**config.mk**
```make
export PLATFORM = sky130hd
export DESIGN_NAME = inst_prefetch_queue
export DESIGN_NICKNAME = d
export VERILOG_FILES = /design/src/rtl/inst_prefetch_queue.sv
export SDC_FILE = /design/constraint.sdc
export NUM_CORES = 1
export LEC_CHECK = 0
export BUFFER_PORTS_ARGS = -buffer_cell sky130_fd_sc_hd__buf_4
export CAP_MARGIN = 20
export CORE_UTILIZATION = 34
export CTS_BUF_LIST = sky130_fd_sc_hd__clkbuf_4
export DETAILED_ROUTE_END_ITERATION = 7
export MAX_ROUTING_LAYER = met4
export SYNTH_ARGS = -nofsm -noshare
export SYNTH_HDL_FRONTEND = slang
export SYNTH_SLANG_ARGS = --single-unit
```
**constraint.sdc**
```tcl
create_clock -name clk -period 11.4 [get_ports clk]
set_clock_uncertainty 0.1 [all_clocks]
set_input_delay 0 -clock clk [delete_from_list [all_inputs] [get_ports clk]]
set_output_delay 0 -clock clk [all_outputs]
set_load 0.01 [all_outputs]
```
**src/rtl/inst_prefetch_queue.sv**
```systemverilog
// Instruction prefetch queue: one outstanding sequential fetch, DEPTH-entry
// {inst, pc} buffer, redirect flush. Optional same-cycle bypass: PREFETCH_BYPASS_EN.
module inst_prefetch_queue #(
  parameter int             XLEN     = 32,
  parameter int             DEPTH    = 4,
  parameter logic [XLEN-1:0] RESET_PC = '0
) (
  input  logic            clk,
  input  logic            rst,
  input  logic            redirect_i,
  input  logic [XLEN-1:0] redirect_pc_i,
  output logic            req_valid_o,
  output logic [XLEN-1:0] req_addr_o,
  input  logic            req_ready_i,
  input  logic            rsp_valid_i,
  input  logic [XLEN-1:0] rsp_data_i,
  output logic            deq_valid_o,
  output logic [XLEN-1:0] deq_inst_o,
  output logic [XLEN-1:0] deq_pc_o,
  input  logic            deq_ready_i,
  output logic            empty_o
);

  localparam int PW = $clog2(DEPTH);
  localparam int CW = PW + 1;

  typedef enum logic [1:0] {FETCH, WAIT, DROP} state_t;

  state_t          state;
  logic            running;
  logic [CW-1:0]   count;
  logic [PW-1:0]   rd_ptr;
  logic [PW-1:0]   wr_ptr;
  logic [XLEN-1:0] fetch_pc;
  logic [XLEN-1:0] cap_pc;
  logic [XLEN-1:0] inst_mem [DEPTH];
  logic [XLEN-1:0] pc_mem   [DEPTH];

  logic rsp_live;
  logic bypass;
  logic do_enq;
  logic do_deq;
  logic req_fire;

  // running holds off the first request until one clock after reset release
  assign req_valid_o = running && (state == FETCH) && !redirect_i && (count < CW'(DEPTH));
  assign req_addr_o  = fetch_pc;
  assign req_fire    = req_valid_o && req_ready_i;
  assign rsp_live    = (state == WAIT) && rsp_valid_i && !redirect_i;

`ifdef PREFETCH_BYPASS_EN
  assign bypass = rsp_live && (count == '0);
`else
  assign bypass = 1'b0;
`endif

  assign deq_valid_o = ((count != '0) || bypass) && !redirect_i;
  assign deq_inst_o  = bypass ? rsp_data_i : inst_mem[rd_ptr];
  assign deq_pc_o    = bypass ? cap_pc : pc_mem[rd_ptr];
  assign do_deq      = (count != '0) && !redirect_i && deq_ready_i;
  assign do_enq      = rsp_live && !(bypass && deq_ready_i);
  assign empty_o     = (count == '0);

  always_ff @(posedge clk or posedge rst) begin
    if (rst) begin
      state    <= FETCH;
      running  <= 1'b0;
      count    <= '0;
      rd_ptr   <= '0;
      wr_ptr   <= '0;
      fetch_pc <= RESET_PC;
      cap_pc   <= '0;
      for (int unsigned i = 0; i < DEPTH; i++) begin
        inst_mem[i] <= '0;
        pc_mem[i]   <= '0;
      end
    end else begin
      running <= 1'b1;
      if (redirect_i) begin
        count    <= '0;
        rd_ptr   <= '0;
        wr_ptr   <= '0;
        fetch_pc <= redirect_pc_i & ~XLEN'(3);
        // a response landing with the redirect retires the outstanding request
        case (state)
          WAIT:    state <= rsp_valid_i ? FETCH : DROP;
          DROP:    state <= rsp_valid_i ? FETCH : DROP;
          default: state <= FETCH;
        endcase
      end else begin
        if (do_enq) begin
          inst_mem[wr_ptr] <= rsp_data_i;
          pc_mem[wr_ptr]   <= cap_pc;
          wr_ptr           <= wr_ptr + 1'b1;
        end
        if (do_deq) rd_ptr <= rd_ptr + 1'b1;
        count <= count + CW'(do_enq) - CW'(do_deq);
        case (state)
          FETCH: if (req_fire) begin
            cap_pc   <= fetch_pc;
            fetch_pc <= fetch_pc + XLEN'(4);
            state    <= WAIT;
          end
          WAIT:    if (rsp_valid_i) state <= FETCH;
          DROP:    if (rsp_valid_i) state <= FETCH;
          default: state <= FETCH;
        endcase
      end
    end
  end

endmodule

```
==> metrics.md <==
| Metric | Value |
|---|---|
| Most frequently used flop master after synthesis | sky130_fd_sc_hd__dfrtp_1 |
| Period utilization | 30.9% |
| Total vias in the final route | 9838 |
| Largest fanout of any net on the critical path | 40 |
| Later-pin clock latency in the skew report | 0.75 ns |
| EDFF count, synth | 0 |
| Post-synthesis async set-or-reset flop share | 100% |
| Startpoint types | flop |
| Crit path arrival time | 4.06 ns |
| Fraction of the core area covered by cells at the end of the flow | 46.0% |
| Fraction of layout cells with a size suffix above 1 | 45.0% |
| CTS tree | done |
| Register bit count reported by yosys | 318 |
| Reg2Reg Setup Slack | 7.87 ns |
| Min-Delay Path Depth | 3 |
| CTS root buffer | sky130_fd_sc_hd__clkbuf_4 |
| Chip width | 206 µm |
| DRC marker count from the first detailed-route iteration | 404 |
| Count of final setup violators | 0 |
| Summed negative setup slack over all endpoints | 0 ns |
| Endpoint of the most critical setup path | req_addr_o[31] |
| Max Clk Rate | 284 MHz |
| Number of max-slew violations in the final report | 0 |
| Area of the core | 40800 µm² |
| Number of remaining DRC errors | 0 |
| Type of element capturing the critical path | flop |
| Number of levels the H-tree was split into | 3 |
| Vias in the first global route | 10638 |
| Unrepaired setup endpoints after global routing | false |
| Pin count of the biggest net entering global routing | 114 |
| Final-layout worst hold slack | 0.186 ns |
| Number of buffers created by CTS | 88 |
| Mean instance size in the synthesized netlist | 14.2 µm² |
| FF-to-FF Start | state[1] |
| Required time of the critical path | 11.94 ns |
| PD cells | 168 nW/µm² |
| Leading cell types by total area after synthesis | sky130_fd_sc_hd__dfrtp_1, sky130_fd_sc_hd__mux2_2, sky130_fd_sc_hd__mux4_2, sky130_fd_sc_hd__nand2_1, sky130_fd_sc_hd__clkbuf_1 |
| Signed area change from the synthesized netlist to the final layout | 33.2% |
| Start point of the worst min-delay path | redirect_i |
| Number of max-capacitance violations reported | 0 |
| Number of standard cells in the final layout excluding fillers | 1979 |
| Share of Yosys cell area claimed by the top area cell type | 56.5% |
| Path type of the worst min-delay path | input port to flop |
| Worst max-slew margin expressed relative to the limit | 29.0% |
| Share of the yosys chip area belonging to registers | 56.5% |
| Total non-filler cell area in the finished layout | 18800 µm² |
| Max Root-Sink Buffers | 3 |
| TritonRoute pass-1 iters | 5 |
| Number of routed nets with antenna violations | 0 |
| Number of instances in the synthesized netlist | 994 |
| Overflow left after global routing | 0 |
| Clock-pin slew of the registers on the worst-case setup and hold paths | 0.07 ns |
| Starting density of the core | 34.5% |
| Number of filler instances in the final layout | 3676 |
| Largest area contributor in the synthesized netlist | sky130_fd_sc_hd__dfrtp_1 |
| Final weighted congestion in routability-driven placement | 0.787 |
| Global router's overall resource usage | 17.6% |
| Estimated wirelength of the detail-placed design | 19700 µm |
| Count of yosys warnings during synthesis | 0 |
| Number of distinct library cell variants in the gate-level netlist after synthesis | 53 |
| Post-DR vias/cell | 4.97 |
| LEAKAGE | 9.21 nW |
| Startpoint-to-endpoint class of the critical path | flop to flop |
| Slew @ Worst Pin | 1.07 ns |
| Quantity of I/O buffers inserted on ports | 162 |
| Smallest setup slack after layout | 7.87 ns |
| Worst Reg2Reg Path Length in Cells | 11 |
| Postcts setup bufs | 0 |
| FF-to-FF End | req_addr_o[31] |
| Initial antenna violation count | 2 |
| Area after detailed placement | 15900 µm² |
| Outcome | complete, no violations |
| Multi-input logic area | 5860 µm² |
| WL per Instance | 17.6 µm |
| # rows | 74 |
| Post-Place Cells | 1640 |
| Final WL | 34900 µm |
| Die height | 206 µm |
| Launch point of the worst path | state[1] |
| Area enclosed by the die boundary | 42300 µm² |
| Total power draw | 3.16 mW |
| Final hold vios | 0 |
| Top-Level Pins | 169 |
| Cell area after synthesis | 14100 µm² |
| Sequential Area | 7960 µm² |
| VDD IR max | 74.1 µV |
| Wire length of the first global-routing pass | 55800 µm |
| Final critical-path required period | 3.53 ns |
| TritonCTS Sinks | 318 |
| Number of nets in the layout | 1456 |
| Place WS | 8.50 ns |
[worst max-delay path, cell delays in order, from the launching register on]
cell and delay, ns:
sky130_fd_sc_hd__dfrtp_1 0.36, sky130_fd_sc_hd__inv_1 0.10, sky130_fd_sc_hd__ha_1 0.22, sky130_fd_sc_hd__and4bb_2 0.30
sky130_fd_sc_hd__and2_1 0.14, sky130_fd_sc_hd__buf_4 0.39, sky130_fd_sc_hd__nor2_1 0.12, sky130_fd_sc_hd__buf_4 0.22
sky130_fd_sc_hd__a22oi_1 0.17, sky130_fd_sc_hd__dlygate4sd3_1 0.59, sky130_fd_sc_hd__o21ai_0 0.09, sky130_fd_sc_hd__dlygate4sd3_1 0.59
[power breakdown]
part | leakage, nW | total (mW) | switching [mW] | internal, mW
clock network | 0.676 | 1.02 | 0.469 | 0.546
registers | 4.30 | 1.43 | 0.151 | 1.28
logic | 4.23 | 0.718 | 0.305 | 0.413
[worst min path at each step]
stage | end | slack [ns]
3_3_place_gp | req_addr_o[13] | 0.11
2_1_floorplan | req_addr_o[4] | 0.01
6_report | count[1] | 0.19
5_1_grt | count[1] | 0.12
4_1_cts | count[1] | 0.04
3_5_place_dp | req_addr_o[13] | 0.12
[state kept, by name (all words and copies together) (netlist names)]
name,count
rd_ptr,2
cap_pc,30
count,3
state,2
pc_mem,120
wr_ptr,2
req_addr_o,30
running,1
inst_mem,128
[repair_timing]
action,in CTS,in global routing
hold buffers,178,0
setup endpoints to repair,0,0
gates resized for setup,0,0
hold endpoints to repair,310,0
[cell families after synthesis]
family                   count (synthesis)  synth area share, %
flip-flops                             318                 56.5
multiplexers                           313                 29.9
AND/OR/NAND/NOR                        201                 6.67
buffers and inverters                   77                 2.26
AO/OA/AOI/OAI                           63                 3.05
adder cells (fa/ha/maj)                 10                0.941
XOR/XNOR                                10                0.622
other                                    2               0.0533
[cell type report]
type,count,share of cell area (%)
inverter,14,0.320
tap,532,3.55
timing repair buffer,352,16.5
clock inverter,20,0.507
antenna,4,0.0533
sequential,318,42.4
multi-input combinational,602,31.2
clock buffer,137,5.48
[placed cells by master (no fill, tap or decap), types with 4 or more instances in the layout]
| cell | n |
|---|---|
| sky130_fd_sc_hd__dfrtp_1 | 316 |
| sky130_fd_sc_hd__mux2_2 | 248 |
| sky130_fd_sc_hd__dlygate4sd3_1 | 178 |
| sky130_fd_sc_hd__buf_4 | 174 |
| sky130_fd_sc_hd__clkbuf_4 | 137 |
| sky130_fd_sc_hd__nand2_1 | 106 |
| sky130_fd_sc_hd__mux4_2 | 62 |
| sky130_fd_sc_hd__nor2_1 | 26 |
| sky130_fd_sc_hd__o21ai_0 | 17 |
| sky130_fd_sc_hd__nand3_1 | 17 |
| sky130_fd_sc_hd__inv_1 | 13 |
| sky130_fd_sc_hd__clkinv_1 | 13 |
| sky130_fd_sc_hd__a21oi_1 | 12 |
| sky130_fd_sc_hd__nand4_1 | 10 |
| sky130_fd_sc_hd__ha_1 | 9 |
| sky130_fd_sc_hd__nor3_1 | 6 |
| sky130_fd_sc_hd__xor2_1 | 6 |
| sky130_fd_sc_hd__o211ai_1 | 6 |
| sky130_fd_sc_hd__nand2_4 | 5 |
| sky130_fd_sc_hd__a311oi_1 | 5 |
| sky130_fd_sc_hd__and3_1 | 5 |
| sky130_fd_sc_hd__conb_1 | 5 |
| sky130_fd_sc_hd__diode_2 | 4 |
| sky130_fd_sc_hd__xnor2_1 | 4 |
| sky130_fd_sc_hd__a21o_1 | 4 |
[Yosys cell counts (3+ instances only)]
cell,number
sky130_fd_sc_hd__buf_2,11
sky130_fd_sc_hd__and3_1,5
sky130_fd_sc_hd__o21ai_0,17
sky130_fd_sc_hd__a311oi_1,5
sky130_fd_sc_hd__dfrtp_1,318
sky130_fd_sc_hd__xor2_1,6
sky130_fd_sc_hd__o221a_2,3
sky130_fd_sc_hd__buf_1,7
sky130_fd_sc_hd__nand4_1,10
sky130_fd_sc_hd__mux2i_1,3
sky130_fd_sc_hd__nor3_1,6
sky130_fd_sc_hd__o211ai_1,6
sky130_fd_sc_hd__nor4_1,3
sky130_fd_sc_hd__buf_4,4
sky130_fd_sc_hd__nand3_1,17
sky130_fd_sc_hd__clkbuf_1,41
sky130_fd_sc_hd__nand2_1,111
sky130_fd_sc_hd__o311ai_0,3
sky130_fd_sc_hd__xnor2_1,4
sky130_fd_sc_hd__a21oi_1,12
sky130_fd_sc_hd__nor2_1,26
sky130_fd_sc_hd__mux2_2,248
sky130_fd_sc_hd__mux4_2,62
sky130_fd_sc_hd__a21o_1,4
sky130_fd_sc_hd__inv_1,14
sky130_fd_sc_hd__ha_1,9
sky130_fd_sc_hd__a22oi_1,3
sky130_fd_sc_hd__and2_1,3
[metal layers]
layer / vias up / wire length, µm / share of wire, % / GRT usage [%]
met5: - / 0 / 0 / -
met4: 0 / 767 / 2.2 / 6.69
met3: 65 / 1890 / 5.4 / 4.32
met2: 316 / 16900 / 49 / 27.6
met1: 5002 / 15300 / 44 / 21.8
li1: 4455 / - / - / -
Power figures use the tool's default switching activity.
